--- src/rtl/noc_pkg.sv ---
// Shared definitions for the mesh router injection path.
//   - route direction codes (E/W/N/S/LOCAL)
//   - flit field offsets, expressed as functions of the coordinate width
//   - xy_dir: dimension-ordered (column first, then row) route computation
// Flit layout, MSB to LSB: {valid, dir[2:0], row[COORD_W-1:0], col[COORD_W-1:0]}
package noc_pkg;

  localparam logic [2:0] DIR_E = 3'd0;
  localparam logic [2:0] DIR_W = 3'd1;
  localparam logic [2:0] DIR_N = 3'd2;
  localparam logic [2:0] DIR_S = 3'd3;
  localparam logic [2:0] DIR_L = 3'd4;

  // Coordinates wider than this are not supported by xy_dir.
  localparam int MAX_COORD_W = 16;

  function automatic int valid_bit(input int coord_w);
    return 3 + 2 * coord_w;
  endfunction

  function automatic int dir_msb(input int coord_w);
    return 2 + 2 * coord_w;
  endfunction

  function automatic int dir_lsb(input int coord_w);
    return 2 * coord_w;
  endfunction

  function automatic int row_msb(input int coord_w);
    return 2 * coord_w - 1;
  endfunction

  function automatic int row_lsb(input int coord_w);
    return coord_w;
  endfunction

  function automatic int col_msb(input int coord_w);
    return coord_w - 1;
  endfunction

  function automatic int col_lsb(input int coord_w);
    return 0 * coord_w;
  endfunction

  // Column is resolved first; only when the column matches does the row
  // decide. All comparisons are unsigned (inputs zero-extended by caller).
  function automatic logic [2:0] xy_dir(
    input logic [MAX_COORD_W-1:0] row,
    input logic [MAX_COORD_W-1:0] col,
    input logic [MAX_COORD_W-1:0] my_row,
    input logic [MAX_COORD_W-1:0] my_col
  );
    logic [2:0] d;
    if (col > my_col)      d = DIR_E;
    else if (col < my_col) d = DIR_W;
    else if (row > my_row) d = DIR_N;
    else if (row < my_row) d = DIR_S;
    else                   d = DIR_L;
    return d;
  endfunction

endpackage

--- src/rtl/inj_fifo.sv ---
// Local injection queue: synchronous FIFO with asynchronous active-low reset.
// Ports:
//   clk, rst_n   clock / async active-low reset (flushes pointers and count)
//   push, wdata  write request and data (ignored when full)
//   pop          read request (ignored when empty); rdata shows the head
//   rdata        current head entry (valid only when !empty)
//   count        occupancy, 0..DEPTH
//   empty, full  occupancy flags
module inj_fifo
  import noc_pkg::*;
#(
  parameter int W     = 9,
  parameter int DEPTH = 4
) (
  input  logic                     clk,
  input  logic                     rst_n,
  input  logic                     push,
  input  logic                     pop,
  input  logic [W-1:0]             wdata,
  output logic [W-1:0]             rdata,
  output logic [$clog2(DEPTH):0]   count,
  output logic                     empty,
  output logic                     full
);

  localparam int AW    = $clog2(DEPTH);
  localparam int CNT_W = AW + 1;

  logic [W-1:0]  mem [DEPTH];
  logic [AW-1:0] wr_ptr;
  logic [AW-1:0] rd_ptr;
  logic          do_push;
  logic          do_pop;

  assign empty   = (count == '0);
  assign full    = (count == CNT_W'(DEPTH));
  // Full check ignores a same-cycle pop: a full queue never takes a push.
  assign do_push = push && !full;
  assign do_pop  = pop && !empty;
  assign rdata   = mem[rd_ptr];

  // Storage needs no reset; the flushed pointers make old contents invisible.
  always_ff @(posedge clk) begin
    if (do_push) mem[wr_ptr] <= wdata;
  end

  // DEPTH is a power of two, so the pointers wrap naturally.
  always_ff @(posedge clk or negedge rst_n) begin
    if (!rst_n) begin
      wr_ptr <= '0;
      rd_ptr <= '0;
      count  <= '0;
    end else begin
      if (do_push) wr_ptr <= wr_ptr + 1'b1;
      if (do_pop)  rd_ptr <= rd_ptr + 1'b1;
      case ({do_push, do_pop})
        2'b10:   count <= count + 1'b1;
        2'b01:   count <= count - 1'b1;
        default: count <= count;
      endcase
    end
  end

endmodule

--- src/rtl/flit_injector_pipe.sv ---
// Bufferless mesh router injection stage. Local destinations are queued with
// their XY route precomputed; each cycle the queue head is placed into the
// first empty inbound channel found by a rotating-priority scan, and all
// channels then pass through one register stage toward the permutation net.
// Ports:
//   clk, rst_n   clock / async active-low reset
//   in_ch        inbound flits, channel i at [i*FLIT_W +: FLIT_W]
//   out_ch       registered outbound flits (one cycle latency)
//   loc_dest     local destination {row, col}
//   loc_valid    local push request
//   loc_ready    queue can accept a push
//   inj_fire     registered: an injection happened in the previous cycle
//   inj_ch       registered: channel used by the last injection
//   fifo_count   queue occupancy
//   starve       head has waited STARVE_MAX cycles without injection
//
// Local handshake: a push is taken on any rising clk edge where loc_valid and
// loc_ready are both high; loc_ready depends only on queue occupancy (never on
// loc_valid or a same-cycle pop) and is low while rst_n is low.
module flit_injector_pipe
  import noc_pkg::*;
#(
  parameter int NUM_CH     = 4,
  parameter int COORD_W    = 3,
  parameter int FIFO_DEPTH = 4,
  parameter int MY_ROW     = 4,
  parameter int MY_COL     = 4,
  parameter int STARVE_MAX = 15
) (
  input  logic                                    clk,
  input  logic                                    rst_n,
  input  logic [NUM_CH*(4+2*COORD_W)-1:0]         in_ch,
  output logic [NUM_CH*(4+2*COORD_W)-1:0]         out_ch,
  input  logic [2*COORD_W-1:0]                    loc_dest,
  input  logic                                    loc_valid,
  output logic                                    loc_ready,
  output logic                                    inj_fire,
  output logic [$clog2(NUM_CH)-1:0]               inj_ch,
  output logic [$clog2(FIFO_DEPTH):0]             fifo_count,
  output logic                                    starve
);

  localparam int FLIT_W = 4 + 2 * COORD_W;
  localparam int ENT_W  = 3 + 2 * COORD_W;
  localparam int CH_W   = $clog2(NUM_CH);
  localparam int SW     = $clog2(STARVE_MAX + 1);
  localparam int VB     = valid_bit(COORD_W);

  // ---------------- local queue ----------------
  logic [2:0]             push_dir;
  logic [ENT_W-1:0]       head;
  logic                   q_empty;
  logic                   q_full;
  logic                   inject;

  // Route is fixed at push time and travels with the entry.
  assign push_dir = xy_dir(
    MAX_COORD_W'(loc_dest[row_msb(COORD_W):row_lsb(COORD_W)]),
    MAX_COORD_W'(loc_dest[col_msb(COORD_W):col_lsb(COORD_W)]),
    MAX_COORD_W'(MY_ROW),
    MAX_COORD_W'(MY_COL));

  assign loc_ready = rst_n && !q_full;

  inj_fifo #(
    .W     (ENT_W),
    .DEPTH (FIFO_DEPTH)
  ) u_fifo (
    .clk   (clk),
    .rst_n (rst_n),
    .push  (loc_valid && loc_ready),
    .pop   (inject),
    .wdata ({push_dir, loc_dest}),
    .rdata (head),
    .count (fifo_count),
    .empty (q_empty),
    .full  (q_full)
  );

  // ---------------- rotating channel selection ----------------
  logic [CH_W-1:0]     rr_ptr;
  logic [NUM_CH-1:0]   ch_free;
  logic [2*NUM_CH-1:0] free_rot;
  logic                found;
  logic [CH_W-1:0]     chosen;
  logic [CH_W:0]       cand;

  always_comb begin
    for (int i = 0; i < NUM_CH; i++) begin
      ch_free[i] = !in_ch[i*FLIT_W + VB];
    end
  end

  // Rotate the free mask so bit 0 is the channel at rr_ptr; the first set
  // bit at offset k then maps back to channel (rr_ptr + k) mod NUM_CH.
  assign free_rot = {ch_free, ch_free} >> rr_ptr;

  always_comb begin
    found  = 1'b0;
    chosen = '0;
    cand   = '0;
    for (int k = 0; k < NUM_CH; k++) begin
      if (!found && free_rot[k]) begin
        found = 1'b1;
        cand  = {1'b0, rr_ptr} + (CH_W+1)'(k);
        if (cand >= (CH_W+1)'(NUM_CH)) cand = cand - (CH_W+1)'(NUM_CH);
        chosen = cand[CH_W-1:0];
      end
    end
  end

  // The queue head was pushed on an earlier edge, so a same-cycle push
  // into an empty queue cannot be injected until the following cycle.
  assign inject = !q_empty && found;

  // ---------------- outbound register stage ----------------
  logic [NUM_CH*FLIT_W-1:0] out_next;

  // Occupied channels pass through untouched (dir is not recomputed);
  // free channels are normalised to all-zero unless they receive the head.
  always_comb begin
    out_next = '0;
    for (int i = 0; i < NUM_CH; i++) begin
      if (inject && (chosen == CH_W'(i))) begin
        out_next[i*FLIT_W +: FLIT_W] = {1'b1, head};
      end else if (!ch_free[i]) begin
        out_next[i*FLIT_W +: FLIT_W] = in_ch[i*FLIT_W +: FLIT_W];
      end
    end
  end

  always_ff @(posedge clk or negedge rst_n) begin
    if (!rst_n) begin
      out_ch   <= '0;
      inj_fire <= 1'b0;
      inj_ch   <= '0;
      rr_ptr   <= '0;
    end else begin
      out_ch   <= out_next;
      inj_fire <= inject;
      if (inject) begin
        inj_ch <= chosen;
        rr_ptr <= (chosen == CH_W'(NUM_CH - 1)) ? '0 : chosen + 1'b1;
      end
    end
  end

  // ---------------- starvation monitor ----------------
  logic [SW-1:0] starve_cnt;

  always_ff @(posedge clk or negedge rst_n) begin
    if (!rst_n) begin
      starve_cnt <= '0;
    end else if (inject || q_empty) begin
      starve_cnt <= '0;
    end else if (starve_cnt != SW'(STARVE_MAX)) begin
      starve_cnt <= starve_cnt + 1'b1;
    end
  end

  assign starve = (starve_cnt == SW'(STARVE_MAX));

endmodule
--- config.mk ---
export PLATFORM = sky130hd
export DESIGN_NAME = flit_injector_pipe
export DESIGN_NICKNAME = d
export VERILOG_FILES = /design/src/rtl/noc_pkg.sv /design/src/rtl/inj_fifo.sv /design/src/rtl/flit_injector_pipe.sv
export SDC_FILE = /design/constraint.sdc
export NUM_CORES = 1
export LEC_CHECK = 0
export BUFFER_PORTS_ARGS = -buffer_cell sky130_fd_sc_hd__buf_2
export CAP_MARGIN = 20
export CORE_ASPECT_RATIO = 0.75
export CORE_MARGIN = 5
export CORE_UTILIZATION = 40
export CTS_CLUSTER_DIAMETER = 100
export DETAILED_ROUTE_END_ITERATION = 8
export GPL_ROUTABILITY_DRIVEN = 0
export PLACE_DENSITY = 0.74
export SYNTH_ARGS = -nofsm -noshare
export SYNTH_HDL_FRONTEND = slang
export SYNTH_SLANG_ARGS = --single-unit
--- constraint.sdc ---
create_clock -name clk -period 3.3 [get_ports clk]
set_clock_uncertainty 0.15 [all_clocks]
set_input_delay 0.66 -clock clk [delete_from_list [all_inputs] [get_ports clk]]
set_output_delay 0.66 -clock clk [all_outputs]
set_load 0.005 [all_outputs]
## Yosys cells after proc, flatten, opt, wreduce, memory -nomap -nowiden

Memories as Yosys holds them, arrays and structs flattened.
Cells that the tools add are included.

| storage, ports and cells | value |
|---|---|
| word-level logic and storage cells | 95 |
| memories kept | 1 |
| input port bits | 49 |
| memory bits (writable) | 36 |
| register bits after elaboration | 56 |

| cells by class | value |
|---|---|
| order comparisons | 8 |
| reductions and logical operators | 26 |
| shift-type cells | 1 |
| $add $sub $neg | 13 |
| muxes and demuxes | 30 |
| equal/unequal tests | 8 |

Memories:

| name | depth | width | rd ports | clocked after Yosys merged registers in | write ports | line | text |
|---|---|---|---|---|---|---|---|
| u_fifo.mem | 4 | 9 | 1 | 0 | 1 | inj_fifo.sv:29 | `logic [W-1:0] mem [DEPTH];` |

Operator list:

| operator | number |
|---|---|
| $mux 10 | 8 |
| $mux 2 | 9 |
| $logic_and 1x1->1 | 12 |
| $mux 3 | 4 |
| $ge 3x3->1 const B | 3 |
| $logic_not 1->1 | 9 |
| $mux 4 | 2 |
| $shr 8x2->4 | 1 |
| $sub 2x1->2 const B | 4 |
| $add 2x1->2 const B | 3 |
| $add 2x2->3 const B | 2 |
| $eq 2x2->1 const B | 3 |
| $gt 3x3->1 const B | 2 |
| $lt 3x3->1 const B | 2 |
| $mux 1 | 6 |
| $pmux 3 s2 | 1 |
| $add 4x1->4 const B | 1 |
| $eq 2x1->1 const B | 2 |
| $eq 4x4->1 const B | 1 |
| $ne 4x4->1 const B | 1 |
| $reduce_bool 2->1 | 2 |
| $add 2x1->3 const B | 1 |
| $add 3x1->3 const B | 1 |
| $eq 3x3->1 const B | 1 |
| other kinds (5) | 5 |

## Logic depth before layout (Yosys ltp)

| depth | value |
|---|---|
| depth after elaboration | 16 |
| mapped depth | 9 |
| gate-level depth less buffers | 8 |

## Modules after synthesis

Synthesis repeated with hierarchy kept, for this count alone.

| unflattened totals | value |
|---|---|
| cell total of the unflattened synthesis | 320 |
| area total of the unflattened synthesis | 3961.3 µm² |

Modules (own cells, without submodules):

| module | seq. area each (µm²) | times used | area each (µm²) | cells each |
|---|---|---|---|---|
| flit_injector_pipe | 1226.2 | 1 | 2222.1 | 236 |
| inj_fifo | 1256.2 | 1 | 1739.2 | 84 |

## Worst setup path after synthesis

Ideal clock, no wire load.

| timing path | value |
|---|---|
| path type | register to register |
| start point | register u_fifo.count[0] |
| end point | register u_fifo.count[2] |
| arrival time | 2057 ps |
| period minus slack after synthesis | 2335 ps |
| slack | 965 ps |
| setup time | 127 ps |
| stages on the path, launching flop included | 10 |
| data required time | 3023 ps |
| path through | dfrtp_1 > or3_4 > buf_6 > nand2_2 > inv_1 > ha_1 > fa_1 > xnor2_1 > nor2_1 > xor2_1 |

| on the way | value |
|---|---|
| elaborated cells on any way between the ends | 15 |

RTL lines:

| element | line | text |
|---|---|---|
| from (decl) | inj_fifo.sv:21 | `output logic [$clog2(DEPTH):0] count,` |
| from (signal assigned) | inj_fifo.sv:57 | `2'b10: count <= count + 1'b1;` |
| from (signal assigned) | inj_fifo.sv:58 | `2'b01: count <= count - 1'b1;` |
| from (signal assigned) | inj_fifo.sv:59 | `default: count <= count;` |
| $logic_not 3->1 * | inj_fifo.sv:35 | `assign empty = (count == '0);` |
| $logic_not 1->1 * | flit_injector_pipe.sv:114 | `assign inject = !q_empty && found;` |
| $logic_and 1x1->1 * | flit_injector_pipe.sv:114 |  |
| net inject | flit_injector_pipe.sv:54 | `logic inject;` |
| $logic_and 1x1->1 * | inj_fifo.sv:39 | `assign do_pop = pop && !empty;` |
| $eq 2x1->1 or $eq 2x2->1 (tied branches) | inj_fifo.sv:56 | `case ({do_push, do_pop})` |
| $pmux 3 s2 or $reduce_bool 2->1 (tied branches) | n/a |  |

Mark *: on every way through the listed nets, which the timed path passes. The rest lies on a longest branch.
A chain may end at the register's enable or synchronous reset.

## Worst setup path after layout

| timing path | value |
|---|---|
| start point | input port in_ch[9] |
| end point | register out_ch[5] |

| on the way | value |
|---|---|
| longest elaborated chain between the ends | 15 |
| elaborated cells on any way between the ends | 21 |

RTL lines:

| element | line | text |
|---|---|---|
| from (decl) | flit_injector_pipe.sv:32 | `input logic [NUM_CH*(4+2*COORD_W)-1:0] in_ch,` |
| $logic_not 1->1 | flit_injector_pipe.sv:90 | `ch_free[i] = !in_ch[i*FLIT_W + VB];` |
| $shr 8x2->4 | flit_injector_pipe.sv:96 | `assign free_rot = {ch_free, ch_free} >> rr_ptr;` |
| $mux 1 | flit_injector_pipe.sv:103 | `if (!found && free_rot[k]) begin` |
| $logic_not 1->1 | flit_injector_pipe.sv:103 |  |
| $logic_and 1x1->1 | flit_injector_pipe.sv:103 |  |
| $mux 1 | flit_injector_pipe.sv:103 |  |
| $logic_not 1->1 | flit_injector_pipe.sv:103 |  |
| $logic_and 1x1->1 | flit_injector_pipe.sv:103 |  |
| $mux 1 | flit_injector_pipe.sv:103 |  |
| $logic_not 1->1 | flit_injector_pipe.sv:103 |  |
| $logic_and 1x1->1 | flit_injector_pipe.sv:103 |  |
| $mux 2 or $mux 1 (tied branches) | flit_injector_pipe.sv:103 |  |
| $logic_not 2->1 or $logic_and 1x1->1 (tied branches) | flit_injector_pipe.sv:124, flit_injector_pipe.sv:114 |  |
| $logic_and 1x1->1 | flit_injector_pipe.sv:124 | `if (inject && (chosen == CH_W'(i))) begin` |
| $mux 10 * | flit_injector_pipe.sv:124 |  |
| net out_next[5] | flit_injector_pipe.sv:117 | `logic [NUM_CH*FLIT_W-1:0] out_next;` |
| to (signal assigned) | flit_injector_pipe.sv:139 | `out_ch <= out_next;` |
| to (decl) | flit_injector_pipe.sv:33 | `output logic [NUM_CH*(4+2*COORD_W)-1:0] out_ch,` |

Marks and branches as above.

==> run_results.csv <==
group,metric,value,unit
power,p_per_area,847,mW/mm²
floorplan,die_w,126,µm
critical_path,crit_buf_inv,1,
synthesis,synth_top_family_by_area,"multiplexers",
synthesis,synth_cells,295,
sta,finalHoldViolations,0,
floorplan,die_h,97.0,µm
synthesis,synth_top_cell_by_area,"dfrtp_1",
synthesis,synth_fa_ha_area_frac,0.0360,
drt,vias_per_cell,4.94,
sta,min_period,2.66,ns
critical_path,cpPeakStageDelay,0.55,ns
drt,drt_iter0_drc,154,
synthesis,synth-async-reset-ratio,0.609,
critical_path,r2r_start,"u_fifo.count[0]$_DFFE_PN0P_",
global_route,grt_overflow,0,
critical_path,rr_worst_depth,8,
synthesis,synth_xor_area_frac,0.0152,
sta,drv_slew,0,
job,cap_viol_max_count,0,
drt,firstDrtPassIters,5,
critical_path,worst-path-stages,7,
floorplan,ioPinCount,97,
drt,wl_met3,627,µm
floorplan,start_util,0.414,
clock_network,cts-resized-gates,0,
global_route,grt_pass1_vias,2641,
floorplan,dieArea,0.0122,mm²
critical_path,worst_setup_path_end_kind,"flop",
critical_path,startpoint_type,"primary input",
critical_path,criticalPathCategory,"primary input to flop",
cells_and_area,fin_cells,528,
drt,highest_layer,"met4",
placement,io_buffers,96,
synthesis,yosysSeqAreaShare,0.616,
sta,period_share,0.806,
synthesis,synth_cell_types,41,
status,status,"complete, no violations",
synthesis,synth_area_leaders,"dfrtp_1, edfxtp_1, mux2i_1",
global_route,antenna_found_initial,0,
critical_path,cp_top_family,"simple AND/OR/NAND/NOR gates",
critical_path,cp.required,3.39,ns
drt,drc_errors,0,
clock_network,hold_buffers,0,
clock_network,path_clk_slew,0.06,ns
sta,setup-tns-final,0,ns
critical_path,crit_fanout,15,
critical_path,arrival,2.75,ns
cells_and_area,layout.nets,451,
power,p_leak,2.41,nW
critical_path,ff2ff_setup_slack,0.85,ns
clock_network,insertion_delay,0.34,ns
global_route,grt_max_degree,57,
clock_network,clock_sinks,92,
synthesis,synthSimpleGateAreaFrac,0.101,
drt,drt_wl_total,9.09,mm
synthesis,synth_enable_flop_cells,36,
synthesis,synth_ff_type,"dfrtp_1",
drt,antenna_left,0,
floorplan,fp-row-count,31,
drt,wl_per_cell,17.2,µm
critical_path,r2r_end,"u_fifo.count[2]$_DFFE_PN0P_",
cells_and_area,areaGrowthSynthToFinish,21.5,%
floorplan,core,0.00974,mm²
clock_network,post_cts.repair.setup_buffers,0,
clock_network,cts_root_buf,"clkbuf_16",
synthesis,synth_fp_nets,355,
sta,setup_viol,0,
drt,vias,2607,
power,power,4.15,mW
synthesis,avgSynthCellArea,13.7,µm²
sta,relSlewSlack,0.305,
synthesis,yosysWarnings,0,
global_route,grt_util_all_layers,0.150,
clock_network,htreeDepth,3,
drt,wl_met1,4.38,mm
sta,max_freq,376,MHz
sta,rsz0062_at_grt,"false",
cells_and_area,drive_gt1_frac,0.328,
clock_network,cts_buffer_depth,2,
clock_network,cts_buffers,9,
synthesis,synthMuxAreaShare,0.170,
clock_network,cts_tree,"built",
critical_path,slowest_stage,"or4_1",
synthesis,ys_seq_elements,92,
synthesis,syn-cell-area,0.00403,mm²
synthesis,synth_compound_area_frac,0.0301,
power,vdd.ir_drop.worst,0.432,mV
sta,worst_pin_slew,1.04,ns
drt,met2_wirelength,4.05,mm
placement,dp_hpwl,6.69,mm
cells_and_area,diodes,0,
critical_path,setup.worst_path.end,"out_ch[5]$_DFF_PN0_",
global_route,grt_pass1_wl,14.4,mm
worst_hold_path,hold_path.class,"primary input to async pin",
critical_path,startpoint,"in_ch[9]",
synthesis,synthDominantCellAreaShare,0.348,
placement,dp.cells,512,
critical_path,crit_chain,"buf_2 > nand2b_1 > a21boi_1 > or4_1 > ha_1 > nand3_1 > mux2i_1",
[synth_stat cells (2+ instances only)]
| cell type | instances |
|---|---|
| nand3_2 | 2 |
| buf_4 | 2 |
| nor2_1 | 10 |
| and2_1 | 4 |
| nand3_1 | 5 |
| o21ai_0 | 3 |
| a21oi_1 | 2 |
| mux2_2 | 11 |
| o31ai_1 | 3 |
| nor3_1 | 4 |
| buf_12 | 2 |
| ha_1 | 10 |
| dfrtp_1 | 56 |
| buf_6 | 3 |
| nor3b_1 | 2 |
| a21o_1 | 4 |
| nand2_1 | 43 |
| a31oi_1 | 2 |
| inv_1 | 6 |
| edfxtp_1 | 36 |
| xnor2_1 | 6 |
| mux2i_1 | 55 |
| clkbuf_1 | 4 |
| nand2b_1 | 3 |
[cell type report]
class                   instances  area [µm²]
fillers                       870        4840
clock buffers                   9         225
flip-flops and latches         92        2480
well taps                     132         165
multi-input cells             185        1420
clock inverters                 7        96.3
repair buffers                 97         488
inverters                       6        22.5
[where the power goes]
part	internal [mW]	switching [mW]	total, mW
clock network	0.666	0.434	1.10
logic	0.651	0.650	1.30
registers	1.51	0.243	1.75
total	2.82	1.33	4.15
[per-layer routing]
layer	GRT usage	vias up
li1	-	1227
met1	0.211	1283
met2	0.222	92
met3	0.0606	5
met4	0.0247	0
met5	0	-
[flip-flops by register name, indices dropped and copies added (netlist names)]
signal	cells
inj_ch	2
u_fifo.mem	36
inj_fire	1
u_fifo.wr_ptr	2
rr_ptr	2
u_fifo.count	3
starve_cnt	4
out_ch	40
u_fifo.rd_ptr	2
[worst min path at each step]
stage,endpoint,startpoint,slack [ns],cells after the start
2_1_floorplan,inj_ch[0]$_DFFE_PN0P_,rst_n,0.21,0
3_3_place_gp,inj_ch[1]$_DFFE_PN0P_,inj_ch[1]$_DFFE_PN0P_,0.37,2
3_5_place_dp,inj_ch[1]$_DFFE_PN0P_,inj_ch[1]$_DFFE_PN0P_,0.37,2
6_report,u_fifo.count[2]$_DFFE_PN0P_,rst_n,0.41,2
4_1_cts,u_fifo.mem[1][0]$_DFFE_PP_,loc_dest[0],0.40,1
5_1_grt,u_fifo.mem[1][0]$_DFFE_PP_,loc_dest[0],0.39,1
[stage by stage]
stage / worst slack, ns / hold slack [ns] / area [µm²] / util
4_1_cts: 0.667 / 0.399 / 4900 / 0.503
2_1_floorplan: 0.965 / 0.214 / 4030 / -
3_5_place_dp: 0.327 / 0.373 / 4580 / 0.470
6_report: 0.642 / 0.409 / 4900 / 0.503
5_1_grt: 0.476 / 0.394 / 4900 / 0.503
3_3_place_gp: 0.455 / 0.374 / 4580 / 0.470
[cell usage in the layout, fill, tap and decap left out, drive strengths merged, types with 4 or more instances in the layout]
cell / Yosys / layout
a21o: 4 / 4
dfrtp: 56 / 56
clkbuf: 4 / 9
inv: 6 / 8
nor3: 4 / 4
nor2: 10 / 10
and2: 4 / 4
nand2: 44 / 44
ha: 10 / 10
mux2: 12 / 12
xnor2: 6 / 6
buf: 8 / 97
edfxtp: 36 / 36
mux2i: 55 / 55
nand3: 7 / 7
[cell families after synthesis]
group | count (synthesis)
adders and majority gates | 11
and+or+nand+nor | 82
AOI/OAI and AO/OA | 18
xor gates and xnor gates | 7
DFF | 92
buffers and inverters | 18
muxes | 67
Power figures use the tool's default switching activity.
